**src/rtl/seq_magnitude_comparator_pkg.sv**
```systemverilog
// Shared constants for the sequential magnitude comparator: FSM encoding and cascade seed.
package seq_magnitude_comparator_pkg;

  typedef enum logic {
    ST_IDLE = 1'b0,
    ST_RUN  = 1'b1
  } state_t;

  // Originating end of the less/greater/equal cascade: "equal so far".
  localparam logic CASC_SEED_L = 1'b0;
  localparam logic CASC_SEED_G = 1'b0;
  localparam logic CASC_SEED_E = 1'b1;

endpackage

```
**src/rtl/seq_magnitude_comparator_cmp2_step.sv**
```systemverilog
// One 2-bit digit of the MSB-first less/greater/equal cascade (purely combinational).
module cmp2_step (
  input  logic [1:0] x,
  input  logic [1:0] y,
  input  logic       lin,
  input  logic       gin,
  input  logic       ein,
  output logic       lout,
  output logic       gout,
  output logic       eout
);

  // ein only keeps the port list symmetric; equality is rebuilt from lin/gin.
  logic unused_ein;
  assign unused_ein = ein;

  // A decided relation from a more significant digit always wins.
  always_comb begin
    eout = ~gin & ~lin & (x == y);
    lout = ~gin & (lin | (x < y));
    gout = ~lin & (gin | (x > y));
  end

endmodule

```
**src/rtl/seq_magnitude_comparator.sv**
```systemverilog
// Unsigned WIDTH-bit compare, two bits per clock MSB-first, with optional early exit.
module seq_magnitude_comparator
  import seq_magnitude_comparator_pkg::*;
#(
  parameter int unsigned WIDTH      = 8,
  parameter int unsigned EARLY_EXIT = 1
) (
  input  logic             clk,
  input  logic             rst,
  input  logic             start,
  input  logic [WIDTH-1:0] a,
  input  logic [WIDTH-1:0] b,
  output logic             busy,
  output logic             done,
  output logic             lt,
  output logic             gt,
  output logic             eq
);

  localparam int unsigned N    = WIDTH / 2;
  localparam int unsigned IDXW = (N > 1) ? $clog2(N) : 1;

  state_t               state, state_d;
  logic [N-1:0][1:0]    a_q, a_d, b_q, b_d;
  logic [IDXW-1:0]      idx, idx_d;
  logic                 l_q, l_d, g_q, g_d, e_q, e_d;
  logic                 busy_d, done_d, lt_d, gt_d, eq_d;
  logic [1:0]           x_dig, y_dig;
  logic                 l_nx, g_nx, e_nx;
  logic                 last_c;

  // Digit mux: current digit of each captured operand.
  assign x_dig = a_q[idx];
  assign y_dig = b_q[idx];

  cmp2_step u_step (
    .x    (x_dig),
    .y    (y_dig),
    .lin  (l_q),
    .gin  (g_q),
    .ein  (e_q),
    .lout (l_nx),
    .gout (g_nx),
    .eout (e_nx)
  );

  // Finish after digit 0, or as soon as the relation is decided when early exit is on.
  assign last_c = (idx == '0) || ((EARLY_EXIT != 0) && (l_nx || g_nx));

  // Next-state and next-output logic.
  always_comb begin
    state_d = state;
    a_d     = a_q;
    b_d     = b_q;
    idx_d   = idx;
    l_d     = l_q;
    g_d     = g_q;
    e_d     = e_q;
    busy_d  = busy;
    done_d  = 1'b0;
    lt_d    = lt;
    gt_d    = gt;
    eq_d    = eq;
    case (state)
      ST_IDLE: begin
        if (start) begin
          a_d     = a;
          b_d     = b;
          idx_d   = IDXW'(N - 1);
          l_d     = CASC_SEED_L;
          g_d     = CASC_SEED_G;
          e_d     = CASC_SEED_E;
          busy_d  = 1'b1;
          state_d = ST_RUN;
        end
      end
      ST_RUN: begin
        l_d = l_nx;
        g_d = g_nx;
        e_d = e_nx;
        if (last_c) begin
          lt_d    = l_nx;
          gt_d    = g_nx;
          eq_d    = e_nx;
          done_d  = 1'b1;
          busy_d  = 1'b0;
          state_d = ST_IDLE;
        end else begin
          idx_d = IDXW'(idx - 1'b1);
        end
      end
      default: state_d = ST_IDLE;
    endcase
  end

  // State, operand, cascade and result registers.
  always_ff @(posedge clk) begin
    if (rst) begin
      state <= ST_IDLE;
      a_q   <= '0;
      b_q   <= '0;
      idx   <= '0;
      l_q   <= 1'b0;
      g_q   <= 1'b0;
      e_q   <= 1'b0;
      busy  <= 1'b0;
      done  <= 1'b0;
      lt    <= 1'b0;
      gt    <= 1'b0;
      eq    <= 1'b0;
    end else begin
      state <= state_d;
      a_q   <= a_d;
      b_q   <= b_d;
      idx   <= idx_d;
      l_q   <= l_d;
      g_q   <= g_d;
      e_q   <= e_d;
      busy  <= busy_d;
      done  <= done_d;
      lt    <= lt_d;
      gt    <= gt_d;
      eq    <= eq_d;
    end
  end

endmodule
```
**config.mk**
```make
export PLATFORM = sky130hd
export DESIGN_NAME = seq_magnitude_comparator
export DESIGN_NICKNAME = d
export VERILOG_FILES = /design/src/rtl/seq_magnitude_comparator_pkg.sv /design/src/rtl/seq_magnitude_comparator_cmp2_step.sv /design/src/rtl/seq_magnitude_comparator.sv
export SDC_FILE = /design/constraint.sdc
export NUM_CORES = 1
export LEC_CHECK = 0
export ABC_AREA = 1
export ABC_CLOCK_PERIOD_IN_PS = 4500
export BUFFER_PORTS_ARGS = -buffer_cell sky130_fd_sc_hd__clkbuf_2
export CAP_MARGIN = 30
export CORE_AREA = 5 5 52 54
export DETAILED_ROUTE_END_ITERATION = 10
export DIE_AREA = 0 0 57 59
export MAX_ROUTING_LAYER = met4
export PLACE_DENSITY = 0.85
export SKIP_LAST_GASP = 1
export SYNTH_ARGS = -nofsm -noshare
export SYNTH_HDL_FRONTEND = slang
export SYNTH_SLANG_ARGS = --single-unit
```
**constraint.sdc**
```tcl
create_clock -name clk -period 4.5 [get_ports clk]
set_clock_uncertainty 0.05 [all_clocks]
set_input_delay 0.45 -clock clk [delete_from_list [all_inputs] [get_ports clk]]
set_output_delay 0.45 -clock clk [all_outputs]
set_load 0.1 [all_outputs]
```
Word level (Yosys, flattened, before mapping)
Cells that the tools add are included.
- bits in registers: 26
- input bits: 19
- word-level logic and storage cells: 59
- add/sub/neg operators: 1
- order comparisons: 3
- equality and inequality tests: 4
- muxes and demuxes: 17
- bitwise gates (word level): 9
- reductions and logical operators: 8
- operator list (cell ; count):
    2-bit binary-select mux with 2-bit select ; 2
    2-bit 2-to-1 mux ; 4
    1-bit one-hot mux with 2 select lines ; 4
    2-bit AND reduction ; 4
    1-bit 2-to-1 mux ; 6
    1-bit AND ; 4
    2-bit != test (second input constant) ; 2
    2-bit one-hot mux with 2 select lines ; 1
    2-bit by 3-bit < comparator with 1-bit output (second input constant) ; 1
    1-bit NOT ; 3
    2-bit equality test ; 1
    2-bit > comparator ; 1
    2-bit logical NOT ; 1
    1-bit logical OR ; 2
    2-bit < comparator ; 1
    2-bit by 1-bit != test with 1-bit output (second input constant) ; 1
    1-bit bitwise OR ; 2
    2-bit OR reduction ; 1
    2-bit by 1-bit subtractor with 2-bit output (second input constant) ; 1

Depth between registers and ports, before layout
Gate-level depths: netlist of run 1.
- word-level depth: 9
- mapped depth: 15

Modules after synthesis
Synthesis of run 1 repeated with hierarchy kept, for this count alone.
- cells, all modules: 162
- area, all modules: 1196.1 um^2
- by module, submodules not included (module ; times used ; cells each ; area each (um^2) ; sequential area each (um^2)):
    seq_magnitude_comparator ; 1 ; 147 ; 1107.3 ; 540.5
    cmp2_step ; 1 ; 15 ; 88.8 ; 0.0

Worst setup path after synthesis of run 1
OpenSTA, ideal clock, no wires.
- path kind: register to register
- start point: register idx[0]
- end point: register eq
- setup time: 67 ps
- arrival time: 1876 ps
- data required time: 4383 ps
- path slack: 2507 ps
- stages on the path, launching flop included: 12
- period minus slack after synthesis: 1993 ps
- cell sequence: dfxtp_1 -> buf_2 -> clkinv_1 -> o21ai_0 -> o22ai_1 -> ha_1 -> nand2_1 -> nand2_1 -> nand2_1 -> a21oi_4 -> nand3_1 -> a21oi_2
- longest elaborated chain between the ends: 8
- elaborated cells on any way between the ends: 16
- classes of those cells: order compare (2); eq/ne (1); mux (4); bitwise (5); reduce/logical (4)
- RTL lines (what ; line ; source):
    from (decl) ; seq_magnitude_comparator.sv:25 ; logic [IDXW-1:0] idx, idx_d;
    from (signal assigned) ; seq_magnitude_comparator.sv:115 ; idx <= idx_d;
    2-bit binary-select mux with 2-bit select, on equally long branches ; seq_magnitude_comparator.sv:33, seq_magnitude_comparator.sv:34 ;
    2-bit 2-to-1 mux, on equally long branches ; seq_magnitude_comparator.sv:33, seq_magnitude_comparator.sv:34 ;
    2-bit < comparator / 2-bit > comparator (equally long branches) ; seq_magnitude_comparator_cmp2_step.sv:20, seq_magnitude_comparator_cmp2_step.sv:21 ;
    1-bit bitwise OR, on equally long branches ; seq_magnitude_comparator_cmp2_step.sv:20, seq_magnitude_comparator_cmp2_step.sv:21 ;
    1-bit AND, on equally long branches ; seq_magnitude_comparator_cmp2_step.sv:20, seq_magnitude_comparator_cmp2_step.sv:21 ;
    1-bit logical OR (2 in a row) ; seq_magnitude_comparator.sv:48 ; assign last_c = (idx == '0) || ((EARLY_EXIT != 0) && (l_nx || g_nx));
    2-bit AND reduction (no line) ; - ;
    to (signal assigned) ; seq_magnitude_comparator.sv:123 ; eq <= eq_d;
    to (decl) ; seq_magnitude_comparator.sv:17 ; output logic eq
Parallel ways exist; a longest one is shown, timed or not. The select of a mux whose other input is x is not followed.
A chain may end at the register's enable or synchronous reset.

Worst setup path after layout of run 1
- start point: register idx[0]
- end point: register idx[1]
- longest elaborated chain between the ends: 9
- elaborated cells on any way between the ends: 18
- classes of those cells: add/sub (1); order compare (2); eq/ne (1); mux (6); bitwise (4); reduce/logical (4)
- RTL lines (what ; line):
    2-bit binary-select mux with 2-bit select, on equally long branches ; seq_magnitude_comparator.sv:33, seq_magnitude_comparator.sv:34
    2-bit 2-to-1 mux, on equally long branches ; seq_magnitude_comparator.sv:33, seq_magnitude_comparator.sv:34
    2-bit < comparator / 2-bit > comparator (equally long branches) ; seq_magnitude_comparator_cmp2_step.sv:20, seq_magnitude_comparator_cmp2_step.sv:21
    1-bit bitwise OR, on equally long branches ; seq_magnitude_comparator_cmp2_step.sv:20, seq_magnitude_comparator_cmp2_step.sv:21
    1-bit AND, on equally long branches ; seq_magnitude_comparator_cmp2_step.sv:20, seq_magnitude_comparator_cmp2_step.sv:21
    1-bit logical OR (2 in a row) ; seq_magnitude_comparator.sv:48
    2-bit != test (no line) ; -
    2-bit AND reduction (no line) ; -
Parallel ways exist; a longest one is shown, timed or not. The select of a mux whose other input is x is not followed.

==> metrics, run 1 <==
cell count along the critical path=12; kind of end point of the critical path=flop; leading post-synthesis cells by cell area=sky130_fd_sc_hd__dfxtp_1 45%, sky130_fd_sc_hd__nor2_1 13%, sky130_fd_sc_hd__o21ai_0 9.1%, sky130_fd_sc_hd__nand2_1 7.8%, sky130_fd_sc_hd__inv_1 3.6%; port bufs=23; sequential area share after synthesis=0.4483; post-synthesis cell type with the largest combined area=sky130_fd_sc_hd__dfxtp_1; RSZ-0062 raised after global routing=no; Leakage Power=around 0.63 nW; total of warnings raised by yosys=0; Worst path max stage delay=0.52 ns; registers with the highest flip-flop counts=a_q x8, b_q x8, idx x2; routed len/inst=between 10 and 15 µm; post-placement worst setup slack=2.228 ns; via count normalized by instance count=5.149; clock root buffer master=sky130_fd_sc_hd__clkbuf_4; overflow left after global routing=0; beginning of the critical path=idx[0]; FF-to-FF path depth=12; number of endpoints with negative hold slack in the final report=0; # resized after CTS=0; post-CTS repair timing setup buffer count=0; actual slew at the worst max-slew pin=0.5400 ns; cell chain of the critical path=clkinv_1 > o21ai_0 > o22ai_1 > ha_1 > nand2_1 > nand2_1 > nand2_1 > a21oi_4 > nand3_2 > nand2_1 > inv_1 > nor2_2; global-route wire length before repair=3939 µm; Detail Route Antenna Nets=0; setup_tns=0 ns; Site Rows=17; fin worst setup slack=about 2.1 ns; fraction of final layout cells sized beyond drive strength 1=0.2056; Critical Setup Path Class=flop to flop; Die Span X=57 µm; post-synthesis share of cell area spent on xor and xnor gates=0; launching point of the worst reg2reg path=idx[0]; most frequently used flop master after synthesis=sky130_fd_sc_hd__dfxtp_1; required arrival time at the worst endpoint=4.72 ns; startpoint kind of the worst setup timing path=flop; final weighted congestion in routability-driven placement=around 0.83; endpoint arrival time on the critical path=approximately 2.6 ns; Critical R2R Capture=idx[1]; Inserted Diodes=0; total routing usage reported by global routing=0.1500; largest fanout of any net on the critical path=10; pin count of the biggest net entering global routing=20; complex-gate fraction of the synthesized area=0.1703; Clock Tree Buf Depth=2; dpl hpwl=between 1500 and 2000 µm; adder and majority gate portion of the synthesized area=0.03233; Slew Limit Fails=0; I/O pin cnt=24; chip height=59 µm; status=finished, final reports clean; leading cell type by number of instances after synthesis=sky130_fd_sc_hd__nor2_1; slowest stage cell on the critical path=sky130_fd_sc_hd__dfxtp_1; most numerous cell types in the synthesized netlist=40 x sky130_fd_sc_hd__nor2_1, 26 x sky130_fd_sc_hd__dfxtp_1, 24 x sky130_fd_sc_hd__nand2_1; Worst IR Drop VDD=0.0004849 V; area delta synth->final=14.87%; CTS Buf Count=3; worst relative slew slack=0.6415; crit path capture=idx[1]; # H-tree levels=1; count of maximum capacitance violations=0; clock latency on the worst-skew pair=around 0.32 ns; remaining routing DRC violations=0; final total power=around 1.1 mW; post-layout util=0.6148; number of flops mapped to enable cells by yosys=0; number of buffers and inverters on the critical path=2; CTS sink cnt=26; total setup violations reported at the end of the flow=0; iteration count of the initial detailed-routing pass=4; synthesized area per cell=roughly 7.3 µm²; floorplan die area=0.003363 mm²; total nets after synthesis=180; number of buffers inserted for hold repair after clock tree synthesis=0; number of DRC markers after the initial detailed-route iteration=24; Seq cells post-synth=26; final net count=203; number of cells on the worst hold path=3; area of the core=0.002170 mm²; post-synthesis instance area=between 0.001 and 0.0015 mm²; FF-to-FF setup slack=2.12 ns; number of antenna violations at the first check in global routing=0; TritonCTS clock tree=done; share of async-settable or async-resettable flops after synthesis=0; clock transition time at the flip-flop clock pins of the worst setup and hold paths=0.13 ns; synthesized netlist cell count=158; time the worst path needs with I/O delays and setup=2.378 ns; vias in the first global route=922; family with the most delay on the worst path=compound AO/OA/AOI/OAI gates; vias after detailed routing=1071; main combinational cell family by area after synthesis=simple AND/OR/NAND/NOR gates; Post-Route WL=2429 µm; Initial Util=0.5352; WHS=approximately 0.29 ns; highest clock rate=0.4206 GHz; distinct cell type count of the synthesized netlist=23; fraction of the mapped netlist area in simple logic gates=0.2780; power density cells=around 810 mW/mm²; crit share post-route=0.5284; area fraction of the dominant cell type after synthesis=0.4483; library cell appearing most often on the critical path=sky130_fd_sc_hd__nand2_1; Tightest Hold Check Type=input pin to flop; share of synthesized area spent on multiplexers=0
==> per-stage QoR <==
| step | area, µm² | instances |
|---|---|---|
| detailed placement | 1281 | 204 |
| CTS | 1334 | 208 |
| global placement | 1281 | 204 |
| global route | 1334 | 208 |
| finish | 1334 | 208 |
| floorplan | 1161 | 158 |
==> cell families after synthesis <==
group                      count (synthesis)
and+or+nand+nor                           76
buffers and inverters                     19
AOI/OAI and AO/OA                         34
adders and majority gates                  3
DFF                                       26
==> routing by layer <==
layer,up-vias,track usage,share of wire
met2,34,0.2284,0.47
li1,557,-,-
met4,0,0.04636,0.012
met3,4,0.04575,0.069
met5,-,-,0
met1,476,0.1917,0.45
==> power breakdown <==
group | internal (mW) | total, mW | switching, mW
Sequential | 0.296 | 0.351 | 0.0545
Combinational | 0.160 | 0.571 | 0.410
Clock | 0.0901 | 0.156 | 0.0657
==> worst min-delay path: stages <==
cell	delay [ns]
sky130_fd_sc_hd__clkbuf_2	0.08
sky130_fd_sc_hd__nor2_1	0.03
sky130_fd_sc_hd__nor2_1	0.08
==> area by class of cell <==
| class | instances | area, µm² |
|---|---|---|
| fillers | 197 | 835.8 |
| multi-input cells | 113 | 558.0 |
| flip-flops and latches | 26 | 520.5 |
| repair buffers | 23 | 115.1 |
| inverters | 14 | 52.55 |
| well taps | 28 | 35.03 |
| clock inverters | 1 | 30.03 |
| clock buffers | 3 | 22.52 |
==> cell usage in the layout, fill, tap and decap left out <==
cell and n:
sky130_fd_sc_hd__a32o_1 2, sky130_fd_sc_hd__nor2_4 1, sky130_fd_sc_hd__dfxtp_1 26, sky130_fd_sc_hd__a21oi_4 1, sky130_fd_sc_hd__nor2_1 40, sky130_fd_sc_hd__nand2_2 2
sky130_fd_sc_hd__o22ai_1 2, sky130_fd_sc_hd__clkbuf_4 3, sky130_fd_sc_hd__o21ai_0 21, sky130_fd_sc_hd__bufinv_16 1, sky130_fd_sc_hd__nand3_2 1, sky130_fd_sc_hd__clkinv_1 2
sky130_fd_sc_hd__nand2_1 24, sky130_fd_sc_hd__ha_1 3, sky130_fd_sc_hd__a21oi_2 1, sky130_fd_sc_hd__inv_1 11, sky130_fd_sc_hd__clkbuf_2 23, sky130_fd_sc_hd__nor3_1 1
sky130_fd_sc_hd__a21oi_1 7, sky130_fd_sc_hd__nand3_1 2, sky130_fd_sc_hd__inv_2 1, sky130_fd_sc_hd__nor2_2 3, sky130_fd_sc_hd__nand3b_1 2
==> worst min-delay path by stage <==
| stage | start | end | slack, ns |
|---|---|---|---|
| after CTS | b[6] | b_q[6] | 0.29 |
| after floorplan | l_q | l_q | 0.42 |
| after global placement | gt | gt | 0.40 |
| after global routing | a[3] | a_q[3] | 0.30 |
| final | b[6] | b_q[6] | 0.29 |
| after detailed placement | gt | gt | 0.41 |
No activity file was read; power rests on OpenSTA's default activity.
==> run 2: changes to the inputs <==
--- a/config.mk
+++ b/config.mk
@@ -6,14 +6,14 @@
 export NUM_CORES = 1
 export LEC_CHECK = 0
 export ABC_AREA = 1
-export ABC_CLOCK_PERIOD_IN_PS = 4500
+export ABC_CLOCK_PERIOD_IN_PS = 2000
 export BUFFER_PORTS_ARGS = -buffer_cell sky130_fd_sc_hd__clkbuf_2
 export CAP_MARGIN = 30
-export CORE_AREA = 5 5 52 54
+export CORE_AREA = 5 5 56 58
 export DETAILED_ROUTE_END_ITERATION = 10
-export DIE_AREA = 0 0 57 59
+export DIE_AREA = 0 0 61 63
 export MAX_ROUTING_LAYER = met4
-export PLACE_DENSITY = 0.85
+export PLACE_DENSITY = 0.78
 export SKIP_LAST_GASP = 1
 export SYNTH_ARGS = -nofsm -noshare
 export SYNTH_HDL_FRONTEND = slang
==> constraint.sdc (replaced) <==
create_clock -name clk -period 2 [get_ports clk]
set_clock_uncertainty 0.05 [all_clocks]
set_input_delay 0.2 -clock clk [delete_from_list [all_inputs] [get_ports clk]]
set_output_delay 0.2 -clock clk [all_outputs]
set_load 0.1 [all_outputs]
==> run 2 against run 1 <==
Effect of this change: die area rose by 14%; setup slack got worse by 2.1 ns; count of clock-buffer cells in the layout rose by 1; core utilization fell by 8.0 points; sequential share of layout area fell by 1.5 points; critical path depth did not move; critical path type unchanged; largest cell class unchanged; highest routed layer unchanged.
==> metrics, run 2 (synthesis gave the netlist of run 1 again) <==
Inserted Diodes=0; port bufs=23; Hold Path Origin=a[2]; Slew Limit Fails=0; chip height=63 µm; share of total power in combinational logic=0.580; most common cell after layout, fill and taps aside=sky130_fd_sc_hd__nor2_1; area delta synth->final=20.47%; proportion of power drawn by the clock network=0.104; highest clock rate=~0.5 GHz; worst relative slew slack=0.6402; time the worst path needs with I/O delays and setup=1.989 ns; overflow left after global routing=0; launching point of the worst reg2reg path=idx[0]; number of buffers inserted for hold repair after clock tree synthesis=0; number of DRC markers after the initial detailed-route iteration=31; Clock Tree Buf Depth=2; crit share post-route=0.9947; Critical Setup Path Class=flop to flop; CTS sink cnt=26; clock transition time at the flip-flop clock pins of the worst setup and hold paths=0.13 ns; count of filler cells inserted in the layout=approximately 270; final non-filler cell area=0.001399 mm²; largest fanout of any net on the critical path=7; endpoint arrival time on the critical path=2.17 ns; startpoint kind of the worst setup timing path=flop; count of maximum capacitance violations=0; RSZ-0062 raised after global routing=yes; Initial Util=0.4440; final weighted congestion in routability-driven placement=0.8301; floorplan die area=0.003843 mm²; Detail Route Antenna Nets=0; pin count of the biggest net entering global routing=20; leading cell types in the layout, fill and taps excluded=40 x sky130_fd_sc_hd__nor2_1, 24 x sky130_fd_sc_hd__dfxtp_1, 23 x sky130_fd_sc_hd__clkbuf_2; TritonCTS clock tree=done; routed len/inst=10.92 µm; dpl hpwl=approximately 1700 µm; net switching power=1.247 mW; via count normalized by instance count=4.848; CTS Buf Count=3; number of endpoints with negative hold slack in the final report=0; area of placed instances=0.001315 mm²; registers with the highest flip-flop counts=a_q x8, b_q x8, idx x2; Post-Route WL=between 2000 and 2500 µm; vias after detailed routing=1052; # H-tree levels=1; total setup violations reported at the end of the flow=0; required arrival time at the worst endpoint=2.18 ns; Site Rows=19; Worst IR Drop VDD=0.001024 V; Tightest Hold Check Type=input pin to flop; iteration count of the initial detailed-routing pass=6; global-route wire length before repair=roughly 4000 µm; internal cell power=1.265 mW; total routing usage reported by global routing=0.1345; Net Sw Frac=0.4965; fraction of final layout cells sized beyond drive strength 1=0.2742; # placed instances=211; fraction of power consumed by sequential logic=0.316; I/O pin cnt=24; vias in the first global route=968; status=finished, final reports clean; Leakage Power=0.6685 nW; beginning of the critical path=idx[0]; number of antenna violations at the first check in global routing=0; fin cells=between 200 and 250; final total power=about 2.5 mW; power density cells=1796 mW/mm²; Die Span X=61 µm; area of the core=0.002615 mm²; clock root buffer master=sky130_fd_sc_hd__clkbuf_4; post-layout util=0.5349; remaining routing DRC violations=0; actual slew at the worst max-slew pin=0.5420 ns; final net count=209; clock latency on the worst-skew pair=0.32 ns; kind of end point of the critical path=flop
==> run 2: changes by cell type in the layout (fill, tap and decap cells not counted), sizes merged <==
cell and change:
bufinv -1, inv +2, clkbuf +1, buf +6, clkinv -2
==> run 2: final timing paths <==
kind | to | slack, ns | cells past startpoint
setup reg to reg | idx[0] | 0.01 | 12
setup / recovery | idx[0] | 0.01 | 12
hold reg to reg | gt | 0.42 | 2
hold / removal | a_q[2] | 0.04 | 3
==> run 2: area by class of cell <==
type | instances | area, µm² | area share
multi-input combinational | 113 | 574.3 | 0.4106
inverter | 14 | 60.06 | 0.04293
sequential | 26 | 525.5 | 0.3757
timing repair buffer | 29 | 163.9 | 0.1172
tap | 31 | 38.79 | 0.02773
clock buffer | 4 | 36.28 | 0.02594
==> run 2: metal layers <==
layer / wire [µm] / vias up / track usage
met2: 1143 / 13 / 0.2032
met3: 81 / 2 / 0.01860
met5: 0 / - / -
met4: 29 / 0 / 0.05691
li1: - / 565 / -
met1: 1115 / 472 / 0.1765
==> run 2: through the flow <==
stage / hold WS [ns] / worst slack, ns / TNS (ns)
floorplan: 0.2849 / 0.007241 / 0
global placement: 0.3727 / -0.01390 / -0.01671
detailed placement: 0.3766 / -0.05790 / -0.1377
CTS: 0.03874 / 0.002883 / 0
global route: 0.04488 / -0.07444 / -0.1336
finish: 0.04271 / 0.01057 / 0
==> run 2: repair_timing <==
item                                    4_1_cts  5_1_grt
endpoints found under the setup margin        5        6
buffers inserted                              0        2
gates resized for setup                       4       14
pin swaps                                     2       10
==> run 2: power groups by stage <==
stage | logic [mW] | registers, mW | clock network, mW
4_1_cts | 1.33 | 0.775 | 0.267
2_1_floorplan | 0.781 | 1.06 | 0
6_report | 1.46 | 0.795 | 0.260
3_3_place_gp | 1.30 | 0.776 | 0
3_5_place_dp | 1.32 | 0.778 | 0
5_1_grt | 1.61 | 0.814 | 0.293
==> run 2: critical path: stages, from the launching register on <==
cell	delay, ns
sky130_fd_sc_hd__dfxtp_4	0.39
sky130_fd_sc_hd__buf_4	0.15
sky130_fd_sc_hd__o21ai_2	0.14
sky130_fd_sc_hd__o22ai_1	0.10
sky130_fd_sc_hd__ha_1	0.30
sky130_fd_sc_hd__nand2_1	0.06
sky130_fd_sc_hd__nand2_2	0.08
sky130_fd_sc_hd__nand2_2	0.07
sky130_fd_sc_hd__a21oi_4	0.21
sky130_fd_sc_hd__buf_4	0.15
sky130_fd_sc_hd__nand3b_1	0.07
sky130_fd_sc_hd__nand2_1	0.07
sky130_fd_sc_hd__nor2_2	0.05
==> run 3: changes to the inputs <==
--- a/config.mk
+++ b/config.mk
@@ -9,12 +9,14 @@
 export ABC_CLOCK_PERIOD_IN_PS = 2000
 export BUFFER_PORTS_ARGS = -buffer_cell sky130_fd_sc_hd__clkbuf_2
 export CAP_MARGIN = 30
-export CORE_AREA = 5 5 56 58
+export CORE_AREA = 5 5 62 53
 export DETAILED_ROUTE_END_ITERATION = 10
-export DIE_AREA = 0 0 61 63
+export DIE_AREA = 0 0 67 58
 export MAX_ROUTING_LAYER = met4
-export PLACE_DENSITY = 0.78
+export PLACE_DENSITY = 0.79
+export SETUP_SLACK_MARGIN = 0.2
 export SKIP_LAST_GASP = 1
 export SYNTH_ARGS = -nofsm -noshare
 export SYNTH_HDL_FRONTEND = slang
+export SYNTH_HIERARCHICAL = 1
 export SYNTH_SLANG_ARGS = --single-unit
==> run 3 against run 2 <==
Effect of this change: synthesized cell count stayed put; fmax grew 1.2%; combinational power shrank 53%; register-to-register slack improved by 0.02 ns; largest power group unchanged.
==> metrics, run 3 <==
status=finished, final reports clean; most common cell after layout, fill and taps aside=sky130_fd_sc_hd__nor2_1; fin cells=224; overflow left after global routing=0; required arrival time at the worst endpoint=roughly 2.2 ns; actual slew at the worst max-slew pin=0.6515 ns; highest clock rate=between 0.5 and 0.6 GHz; chip height=58 µm; total routing usage reported by global routing=0.1430; Initial Util=0.4448; floorplan die area=0.003886 mm²; Critical Setup Path Class=flop to flop; total nets after synthesis=180; Slew Limit Fails=0; FF-to-FF setup slack=between 0.03 and 0.04 ns; kind of end point of the critical path=flop; library cell appearing most often on the critical path=sky130_fd_sc_hd__nand2_4; CTS Buf Count=3; # placed instances=215; startpoint kind of the worst setup timing path=flop; Site Rows=17; Detail Route Antenna Nets=0; fraction of final layout cells sized beyond drive strength 1=0.3495; Critical R2R Capture=idx[0]; number of DRC markers after the initial detailed-route iteration=34; registers with the highest flip-flop counts=a_q x8, b_q x8, idx x2; beginning of the critical path=idx[0]; clock latency on the worst-skew pair=0.32 ns; vias in the first global route=1042; number of buffers inserted for hold repair after clock tree synthesis=0; total of warnings raised by yosys=6; synthesized area per cell=7.365 µm²; met3 routed WL=between 80 and 90 µm; cell chain of the critical path=buf_6 > o21ai_2 > o22ai_1 > inv_1 > ha_4 > nand2_4 > nand3_4 > nand2_4 > nor2_4 > nand3_2 > nand2_2 > nor2_2 > nor2_1; Met2 Routed Length=1265 µm; remaining routing DRC violations=0; Post-Route WL=2606 µm; via count normalized by instance count=roughly 4.9; RSZ-0062 raised after global routing=yes; family with the most delay on the worst path=simple AND/OR/NAND/NOR gates; iteration count of the initial detailed-routing pass=4; largest fanout of any net on the critical path=5; dpl hpwl=1731 µm; global-route wire length before repair=4278 µm; Clock Tree Buf Depth=2; FF-to-FF path depth=13; area delta synth->final=30.00%; number of buffers and inverters on the critical path=2; count of filler cells inserted in the layout=243; area of the core=0.002616 mm²; final non-filler cell area=between 0.0015 and 0.002 mm²; CTS sink cnt=26; Leakage Power=between 0.6 and 0.7 nW; leading cell types in the layout, fill and taps excluded=41 x sky130_fd_sc_hd__nor2_1, 24 x sky130_fd_sc_hd__dfxtp_1, 23 x sky130_fd_sc_hd__clkbuf_2; power density cells=1042 mW/mm²; I/O pin cnt=24; area of placed instances=approximately 0.0013 mm²; port bufs=23; final net count=209; Highest Signal Layer=met4; Tightest Hold Check Type=input pin to flop; final weighted congestion in routability-driven placement=0.8555; Worst path max stage delay=0.43 ns; crit path capture=idx[0]; Met1 Routed Length=1198 µm; Worst IR Drop VDD=0.0006012 V; routed len/inst=11.63 µm; TritonCTS clock tree=done; # H-tree levels=1; slowest stage cell on the critical path=sky130_fd_sc_hd__dfxtp_4; time the worst path needs with I/O delays and setup=1.965 ns; number of antenna violations at the first check in global routing=0; launching point of the worst reg2reg path=idx[0]; vias after detailed routing=1091; endpoint arrival time on the critical path=2.17 ns; pin count of the biggest net entering global routing=25; clock transition time at the flip-flop clock pins of the worst setup and hold paths=approximately 0.14 ns; number of endpoints with negative hold slack in the final report=0; Inserted Diodes=0; crit share post-route=0.9826; synthesized netlist cell count=about 160; count of maximum capacitance violations=0; Hold Path Origin=rst; clock root buffer master=sky130_fd_sc_hd__clkbuf_4; total setup violations reported at the end of the flow=0; post-synthesis instance area=0.001164 mm²; Die Span X=67 µm; worst relative slew slack=0.5652; cell count along the critical path=13
-- run 3: routing by layer --
metal / vias up / global-route usage
li1: 572 / -
met1: 484 / 0.1682
met2: 29 / 0.2423
met3: 6 / 0.01938
met4: 0 / 0.06069
met5: - / -
-- run 3: cell type report --
cell class,instances,area (µm²),area share
multi-input combinational,112,650.6,0.4301
sequential,26,525.5,0.3474
timing repair buffer,31,186.4,0.1232
inverter,13,66.31,0.04384
tap,38,47.55,0.03143
clock buffer,4,36.28,0.02399
-- run 3: report_power, final --
group          internal, mW  leakage, nW  switching [mW]
registers             0.574        0.216          0.0455
logic                 0.277        0.435           0.416
clock network         0.111       0.0210           0.152
total                 0.962        0.672           0.614
-- run 3: how the worst min path moves through the flow --
| stage | depth (start not counted) | to |
|---|---|---|
| finish | 2 | l_q |
| global route | 2 | l_q |
| CTS | 2 | lt |
| detailed placement | 2 | lt |
| global placement | 2 | lt |
| floorplan | 1 | l_q |
-- run 3: timing repair --
action,in CTS,in global routing
pin swaps,6,12
gates resized for setup,13,25
buffers inserted,3,2
setup endpoints to repair,10,10
endpoints found under the hold margin,0,0
-- run 3: metrics by stage --
step	setup WS (ns)	util	hold WS, ns	setup TNS, ns	power [mW]
3_3_place_gp	0.06158	0.5036	0.3862	0	1.100
2_1_floorplan	0.2109	-	0.2191	0	1.016
6_report	0.03487	0.5782	0.04327	0	1.576
3_5_place_dp	-0.006658	0.5036	0.3807	-0.01136	1.115
4_1_cts	0.08363	0.5399	0.04215	0	1.411
5_1_grt	-0.07247	0.5782	0.03375	-0.2826	1.657
-- run 3: worst reg2reg max path: stages, from the launching register on --
cell                      delay, ns
sky130_fd_sc_hd__dfxtp_4       0.43
sky130_fd_sc_hd__buf_6         0.13
sky130_fd_sc_hd__o21ai_2       0.05
sky130_fd_sc_hd__o22ai_1       0.15
sky130_fd_sc_hd__inv_1         0.09
sky130_fd_sc_hd__ha_4          0.28
sky130_fd_sc_hd__nand2_4       0.05
sky130_fd_sc_hd__nand3_4       0.06
sky130_fd_sc_hd__nand2_4       0.07
sky130_fd_sc_hd__nor2_4        0.16
sky130_fd_sc_hd__nand3_2       0.11
sky130_fd_sc_hd__nand2_2       0.11
sky130_fd_sc_hd__nor2_2        0.06
sky130_fd_sc_hd__nor2_1        0.11
